<file path="src/rtl/gf_pkg.sv">
// Shared definitions for the streaming GF(2^m) blocks.
// Mode codes, FSM encoding and a constant clog2 helper.
package gf_pkg;

  localparam logic MODE_ADD = 1'b0;
  localparam logic MODE_ACC = 1'b1;

  typedef enum logic [1:0] {
    IDLE = 2'd0,
    RUN  = 2'd1,
    FIN  = 2'd2
  } state_t;

  function automatic int clog2(input int v);
    int r;
    r = 0;
    while ((1 << r) < v) r++;
    return r;
  endfunction

endpackage

</file>
<file path="src/rtl/gf_vec_add_acc_if.sv">
// Start/beat/result bundle for gf_vec_add_acc.
// master drives operations, slave is the adder itself.
interface gf_vec_add_acc_if
  import gf_pkg::*;
#(
  parameter int WIDTH     = 8,
  parameter int LANES     = 4,
  parameter int MAX_BEATS = 256
);
  localparam int CW = clog2(MAX_BEATS + 1);
  localparam int VW = WIDTH * LANES;

  logic          i_start;
  logic          i_mode;
  logic [CW-1:0] i_len;
  logic          i_valid;
  logic          o_ready;
  logic [VW-1:0] in_1;
  logic [VW-1:0] in_2;
  logic [VW-1:0] out;
  logic          o_valid;
  logic          o_done;
  logic          o_busy;

  modport master (
    output i_start, i_mode, i_len, i_valid,
    output in_1, in_2,
    input  o_ready, out, o_valid,
    input  o_done, o_busy
  );

  modport slave (
    input  i_start, i_mode, i_len, i_valid,
    input  in_1, in_2,
    output o_ready, out, o_valid,
    output o_done, o_busy
  );
endinterface

</file>
<file path="src/rtl/gf_beat_ctr.sv">
// Loadable down-counter of remaining beats.
// last flags the final beat, zero an empty count.
module gf_beat_ctr #(
  parameter int CW = 9
) (
  input  logic          i_clk,
  input  logic          i_rst,
  input  logic          load,
  input  logic [CW-1:0] len,
  input  logic          dec,
  output logic          last,
  output logic          zero
);
  logic [CW-1:0] cnt;

  always_ff @(posedge i_clk or posedge i_rst) begin
    if (i_rst) begin
      cnt <= '0;
    end else if (load) begin
      cnt <= len;
    end else if (dec && cnt != '0) begin
      cnt <= cnt - CW'(1);
    end
  end

  assign last = (cnt == CW'(1));
  assign zero = (cnt == '0);
endmodule

</file>
<file path="src/rtl/gf_vec_add_acc.sv">
// Streaming GF(2^m) vector adder / accumulator.
// ADD emits in_1^in_2 per beat; ACC emits the XOR of all beats.
module gf_vec_add_acc
  import gf_pkg::*;
#(
  parameter int WIDTH     = 8,
  parameter int LANES     = 4,
  parameter int MAX_BEATS = 256
) (
  input logic             i_clk,
  input logic             i_rst,
  gf_vec_add_acc_if.slave bus
);
  localparam int CW = clog2(MAX_BEATS + 1);
  localparam int VW = WIDTH * LANES;

  state_t        state;
  state_t        state_n;
  logic          mode_q;
  logic [VW-1:0] acc;
  logic [VW-1:0] out_q;
  logic          valid_q;
  logic [VW-1:0] sum;
  logic [CW-1:0] len_c;
  logic          start;
  logic          accept;
  logic          last;
  logic          zero;

  assign start  = (state == IDLE) && bus.i_start;
  assign accept = (state == RUN) && bus.i_valid;
  assign sum    = bus.in_1 ^ bus.in_2;

  // Oversized requests saturate instead of wrapping the counter.
  assign len_c = (bus.i_len > CW'(MAX_BEATS))
               ? CW'(MAX_BEATS) : bus.i_len;

  gf_beat_ctr #(.CW(CW)) u_ctr (
    .i_clk (i_clk),
    .i_rst (i_rst),
    .load  (start),
    .len   (len_c),
    .dec   (accept),
    .last  (last),
    .zero  (zero)
  );

  always_ff @(posedge i_clk or posedge i_rst) begin
    if (i_rst) state <= IDLE;
    else       state <= state_n;
  end

  always_comb begin
    state_n = state;
    unique case (state)
      IDLE: if (bus.i_start)
              state_n = (len_c == '0) ? FIN : RUN;
      RUN:  if (zero || (accept && last))
              state_n = FIN;
      FIN:  state_n = IDLE;
      default: state_n = IDLE;
    endcase
  end

  always_ff @(posedge i_clk or posedge i_rst) begin
    if (i_rst) begin
      mode_q  <= MODE_ADD;
      acc     <= '0;
      out_q   <= '0;
      valid_q <= 1'b0;
    end else begin
      valid_q <= 1'b0;
      unique case (1'b1)
        start: begin
          mode_q <= bus.i_mode;
          acc    <= '0;
          if (bus.i_mode == MODE_ACC && len_c == '0) begin
            out_q   <= '0;
            valid_q <= 1'b1;
          end
        end
        accept && mode_q == MODE_ADD: begin
          out_q   <= sum;
          valid_q <= 1'b1;
        end
        accept && mode_q == MODE_ACC && last: begin
          acc     <= acc ^ sum;
          out_q   <= acc ^ sum;
          valid_q <= 1'b1;
        end
        accept && mode_q == MODE_ACC && !last: begin
          acc <= acc ^ sum;
        end
        default: ;
      endcase
    end
  end

  assign bus.out     = out_q;
  assign bus.o_valid = valid_q;
  assign bus.o_ready = (state == RUN);
  assign bus.o_done  = (state == FIN);
  assign bus.o_busy  = (state != IDLE);
endmodule
</file>
<file path="src/flat_wrapper.sv">
// flat-port wrapper written by rule: the top's interface ports become plain ports
module gf_vec_add_acc_flat import gf_pkg::*;
#(
  parameter int WIDTH     = 8,
  parameter int LANES     = 4,
  parameter int MAX_BEATS = 256
)
  (i_clk, i_rst, bus_i_start, bus_i_mode, bus_i_len, bus_i_valid, bus_in_1, bus_in_2, bus_o_ready, bus_out, bus_o_valid, bus_o_done, bus_o_busy);
  gf_vec_add_acc_if #(.WIDTH(WIDTH), .LANES(LANES), .MAX_BEATS(MAX_BEATS)) bus_i ();
  input logic i_clk;
  input logic i_rst;
  input wire logic [$bits(bus_i.i_start)-1:0] bus_i_start;
  input wire logic [$bits(bus_i.i_mode)-1:0] bus_i_mode;
  input wire logic [$bits(bus_i.i_len)-1:0] bus_i_len;
  input wire logic [$bits(bus_i.i_valid)-1:0] bus_i_valid;
  input wire logic [$bits(bus_i.in_1)-1:0] bus_in_1;
  input wire logic [$bits(bus_i.in_2)-1:0] bus_in_2;
  output wire logic [$bits(bus_i.o_ready)-1:0] bus_o_ready;
  output wire logic [$bits(bus_i.out)-1:0] bus_out;
  output wire logic [$bits(bus_i.o_valid)-1:0] bus_o_valid;
  output wire logic [$bits(bus_i.o_done)-1:0] bus_o_done;
  output wire logic [$bits(bus_i.o_busy)-1:0] bus_o_busy;
  assign bus_i.i_start = bus_i_start;
  assign bus_i.i_mode = bus_i_mode;
  assign bus_i.i_len = bus_i_len;
  assign bus_i.i_valid = bus_i_valid;
  assign bus_i.in_1 = bus_in_1;
  assign bus_i.in_2 = bus_in_2;
  assign bus_o_ready = bus_i.o_ready;
  assign bus_out = bus_i.out;
  assign bus_o_valid = bus_i.o_valid;
  assign bus_o_done = bus_i.o_done;
  assign bus_o_busy = bus_i.o_busy;
  gf_vec_add_acc #(.WIDTH(WIDTH), .LANES(LANES), .MAX_BEATS(MAX_BEATS)) u_core (.i_clk(i_clk), .i_rst(i_rst), .bus(bus_i));
endmodule
</file>
<file path="config.mk">
export PLATFORM = sky130hd
export DESIGN_NAME = gf_vec_add_acc_flat
export DESIGN_NICKNAME = d
export VERILOG_FILES = /design/src/rtl/gf_pkg.sv /design/src/rtl/gf_vec_add_acc_if.sv /design/src/rtl/gf_beat_ctr.sv /design/src/rtl/gf_vec_add_acc.sv /design/src/flat_wrapper.sv
export SDC_FILE = /design/constraint.sdc
export NUM_CORES = 1
export LEC_CHECK = 0
export ABC_AREA = 0
export CAP_MARGIN = 25
export CORE_ASPECT_RATIO = 0.6
export CORE_UTILIZATION = 53
export CTS_CLUSTER_DIAMETER = 80
export DETAILED_ROUTE_END_ITERATION = 16
export PLACE_DENSITY = 0.95
export SETUP_SLACK_MARGIN = 0.5
export SYNTH_ARGS = -nofsm -noshare
export SYNTH_HDL_FRONTEND = slang
export SYNTH_SLANG_ARGS = --single-unit
</file>
<file path="constraint.sdc">
create_clock -name i_clk -period 5.7 [get_ports i_clk]
set_clock_uncertainty 0.05 [all_clocks]
set_input_delay 1.14 -clock i_clk [delete_from_list [all_inputs] [get_ports i_clk]]
set_output_delay 1.14 -clock i_clk [all_outputs]
set_load 0.02 [all_outputs]
</file>
### After elaboration in Yosys (flattened, before gate mapping)

Index checks and enable logic that the tools add are counted.

| storage, ports and cells | value |
|---|---|
| bits in registers | 77 |
| bits of input ports | 78 |
| output and inout port bits | 36 |
| word-level logic and storage cells | 52 |

| operators by class | value |
|---|---|
| add/sub/neg operators | 1 |
| $lt $le $gt $ge | 1 |
| eq/ne operators | 6 |
| mux-type cells | 12 |
| bitwise operators | 3 |
| reduce and logical (&&, ||, !) cells | 23 |

Operator list:

| kind | number |
|---|---|
| case mux 32 bit (3 select lines) | 1 |
| case mux 32 bit (2 select lines) | 1 |
| bitwise XOR 32 bit | 2 |
| two-way mux 32 bit | 1 |
| two-way mux 9 bit | 3 |
| logical NOT 9 bit | 2 |
| == test 9 x 1 -> 1 bit (second input constant) | 1 |
| greater-than comparator 9 bit (second input constant) | 1 |
| logical AND 1 bit | 9 |
| nonzero test 9 bit | 1 |
| subtractor 9 x 1 -> 9 bit (second input constant) | 1 |
| two-way mux 2 bit | 3 |
| nonzero test 2 bit | 3 |
| != test 2 bit (second input constant) | 2 |
| case mux 2 bit (2 select lines) | 1 |
| AND reduction 2 bit | 2 |
| OR reduction 2 bit | 2 |
| nonzero test 3 bit | 1 |
| == test 2 x 1 -> 1 bit (second input constant) | 1 |
| == test 2 bit (second input constant) | 1 |
| logical NOT 2 bit | 1 |
| != test 2 x 1 -> 1 bit (second input constant) | 1 |
| case mux 1 bit (2 select lines) | 1 |
| logical NOT 1 bit | 1 |
| other kinds (3) | 3 |

### Logic depth before layout (Yosys ltp)

| logic depth | value |
|---|---|
| depth after elaboration | 6 |
| mapped depth | 7 |

### Hierarchy

Synthesis repeated with hierarchy kept, for this count alone.

| second synthesis, totals | value |
|---|---|
| cell total of the unflattened synthesis | 448 |
| area, all modules | 4300.4 um^2 |

By module, submodules not included:

| module | instances | cells each | area each (um^2) | seq. area each (um^2) |
|---|---|---|---|---|
| gf_vec_add_acc | 1 | 383 | 3716.1 | 1701.6 |
| gf_beat_ctr | 1 | 65 | 584.3 | 225.2 |

### Worst setup path after synthesis

Ideal clock, no wire load.

| timing path | value |
|---|---|
| path type | input -> register |
| from | in bus_i_start |
| to | reg u_core.out_q[0], in the netlist u_core.bus.out[0] |
| library setup time | 126 ps |
| data arrival time | 2306 ps |
| required time | 5524 ps |
| slack | 3218 ps |
| cell stages on the path | 5 |
| buffers on the path | 1 |
| cells stage by stage | nor3b_2 -> nand4_1 -> o21a_4 -> buf_6 -> a221o_1 |

| on the way | value |
|---|---|
| longest elaborated chain between the ends | 3 |
| elaborated cells between the ends (all ways) | 5 |
| those cells by class | eq/ne: 1; mux: 1; reduce/logical: 3 |

Ends and longest elaborated chain:

| element | line | text |
|---|---|---|
| from (decl) | flat_wrapper.sv:12 | `input wire logic [$bits(bus_i.i_start)-1:0] bus_i_start;` |
| logical AND 1 bit (*) | gf_vec_add_acc.sv:30 | `assign start = (state == IDLE) && bus.i_start;` |
| != test 2 bit (no source line) / nonzero test 3 bit (equally long branches) | -- |  |
| AND reduction 2 bit (no source line) | -- |  |
| to (signal assigned) | gf_vec_add_acc.sv:83 | `out_q <= sum;` |
| to (signal assigned) | gf_vec_add_acc.sv:88 | `out_q <= acc ^ sum;` |
| to (decl) | gf_vec_add_acc.sv:21 | `logic [VW-1:0] out_q;` |

Mark *: on every way between the ends. The rest lies on a longest branch, timed or not.
A chain may end at the register's enable or synchronous reset.

### Worst setup path after layout

| timing path | value |
|---|---|
| from | reg u_core.state[0] |
| to | out bus_o_ready |

| on the way | value |
|---|---|
| longest elaborated chain between the ends | 1 |

Ends and longest elaborated chain:

| element | line | text |
|---|---|---|
| from (decl) | gf_vec_add_acc.sv:17 | `state_t state;` |
| from (signal assigned) | gf_vec_add_acc.sv:50 | `else state <= state_n;` |
| == test 2 x 1 -> 1 bit | gf_vec_add_acc.sv:101 | `assign bus.o_ready = (state == RUN);` |
| to (decl) | flat_wrapper.sv:18 | `output wire logic [$bits(bus_i.o_ready)-1:0] bus_o_ready;` |

No other way between the ends.

==> flow_summary.ini <==
[outcome]
status = finished, final reports clean

[drt]
wl_per_cell_microns = 17.55
postRouteWirelength_microns = 11520
drt_iter0_drc = 357
ant_nets = 0
num_vias = 3822
viasPerCell = 5.826
dr.pass1.iters = 5
post-route-drc-count = 0

[global_route]
grt_pass1_vias = 3814
antenna_found_initial = 0
grt_max_degree = 65
track_usage_pct = 28.40
gr-total-overflow = 0
grt_pass1_wl_microns = 18710

[synthesis]
synth.yosys.seq_area_share_pct = 45.39
synth_flop_cell = dfrtp_1
netlist_area_sq_um = 4245
synth_cells = 439
synth_edf_count = 0
synth_fp_nets = 519
yosysWarnings = 0
ys_types = 46
synth-seq-cells = 77
syn_area_per_cell_sq_um = 9.670
async_reset_ff_share_pct = 100.0

[floorplan]
rows = 24
pin_count = 114
fp.dieW_microns = 117.5
initial_core_util_pct = 56.55
dieArea_sq_um = 8384
core_area_sq_um = 7507
die_h_microns = 71.33

[cts]
cts_hold_buffers = 0
cts_sinks = 77
cts-root-buf = clkbuf_16
cts_buffers = 9
path_clk_slew_ns = 0.06
post_cts_buffers = 0
insertion_delay_ns = 0.34
cts_tree = done
post_cts_resized = 0
htree_levels = 3
clk_path_buf_depth = 2

[final_layout]
num-fill-cells = 497
final_cell_mix = clkdlybuf4s50_1 (113), dfrtp_1 (77), xnor2_1 (65)
area_delta_synth_final_pct = 34.84
antenna_cells = 0
final_common_cell = clkdlybuf4s50_1
drive_gt1_share_pct = 6.159
post_layout_nonfiller_instances = 656
nNetsFinal = 627

[power]
leakage_nw = 2.275
peakVddDrop_v = 0.0002105
p_per_area_nw_per_um2 = 498.3

[place]
dpl.cell_count = 640
dp_hpwl_microns = 7954
io_buffers = 113
gp_congestion = 0.8698
preCtsSetupSlack_ns = 2.351

[sta]
min_period_over_period_pct = 54.24
final-max-slew-violation-count = 0
hold_viol = 0
setup_ws_ns = 2.608
slew_headroom_pct = 45.34
rsz0062_at_grt = no
min_period_ns = 3.092
max_freq_mhz = 323.4
tns_ns = 0
worst_slew_pin_slew_ns = 0.8200
setup_viol = 0

[worst_setup_path]
end_kind = primary output
cp-start-kind = register
worstSetupPathType = reg -> out
crit_fanout = 9
worstPathRequired_ns = 4.51
arrival_ns = 1.90

[hold_path]
hp-class = reg -> reg

[run]
maxCapViolations = 0
sequential cells by signal, indices dropped and copies added (netlist names):
name,cells
u_core.mode_q,1
u_core.u_ctr.cnt,9
u_core.acc,32
u_core.state,2
u_core.bus.out,32
u_core.bus.o_valid,1
logic make-up after synthesis:
group / Yosys count / share of synthesized area (%)
compound gates: 120 / 19.16
xor+xnor: 65 / 13.41
fa+ha+maj: 2 / 0.5894
mux: 2 / 0.4716
flops: 77 / 45.39
simple gates: 112 / 14.74
buf+inv: 61 / 6.248
power by group:
part           leakage [nW]  switching, mW  internal (mW)
logic                  1.19          0.639          0.618
clock network         0.130          0.243          0.300
registers             0.960          0.247          0.805
worst max-delay path, cell delays in order (launching register included):
cell	delay [ns]
dfrtp_1	0.52
nor2b_1	0.36
clkdlybuf4s50_1	0.68
path summary, 6_finish.rpt:
path                                        startpoint                              to  slack, ns  cells after the start
setup / recovery           u_core.state[0]$_DFFE_PP0P_                     bus_o_ready       2.61                      2
hold reg to reg             u_core.acc[30]$_DFFE_PP0P_      u_core.acc[30]$_DFFE_PP0P_       0.46                      1
max in group asynchronous                        i_rst  u_core.bus.out[26]$_DFFE_PP0P_       3.53                      3
hold / removal              u_core.acc[30]$_DFFE_PP0P_      u_core.acc[30]$_DFFE_PP0P_       0.46                      1
min in group asynchronous                        i_rst  u_core.bus.out[13]$_DFFE_PP0P_       0.99                      2
setup reg to reg           u_core.state[0]$_DFFE_PP0P_  u_core.bus.out[28]$_DFFE_PP0P_       3.22                      6
stage by stage:
stage          cell area (sq um)  hold WS, ns  utilization, %  power [mW]
2_1_floorplan               4245       0.4228               -       1.813
3_3_place_gp                5443       0.4411           72.50       2.222
6_report                    5724       0.4590           76.25       2.853
4_1_cts                     5724       0.4633           76.25       2.846
5_1_grt                     5724       0.4846           76.25       3.002
3_5_place_dp                5443       0.4486           72.50       2.285
cells in the mapped netlist (all sizes together) (3+ instances only):
cell type  instances  share of area (%)
a21oi             35                4.1
o21ai             37                4.4
clkbuf            14                1.2
nand2              8               0.71
a221o             32                7.5
xnor2             65                 13
inv               37                3.3
nor2              38                3.4
a31oi              3               0.44
nand3              9                1.1
dfrtp             77                 45
nor3               3               0.35
or3               31                4.7
nor4               6                1.2
nor3b              3               0.77
buf                9                1.7
layout make-up:
cell class	instances	area, sq um	share of cell area, %
clock inverters	7	56.30	0.9836
clock buffers	9	225.2	3.934
multi-input cells	301	2058	35.96
flip-flops and latches	77	1927	33.66
inverters	38	143.9	2.514
repair buffers	120	1184	20.68
well taps	104	130.1	2.273
per-layer routing:
metal  vias to the layer above  track usage, %  wire length, microns
met1                      1852           38.59                  5130
met2                       189           46.02                  5247
met4                         0           8.120                   151
met5                         -               0                     0
li1                       1768               -                     -
met3                        13           6.847                   987
(Power assumes the default switching activity.)
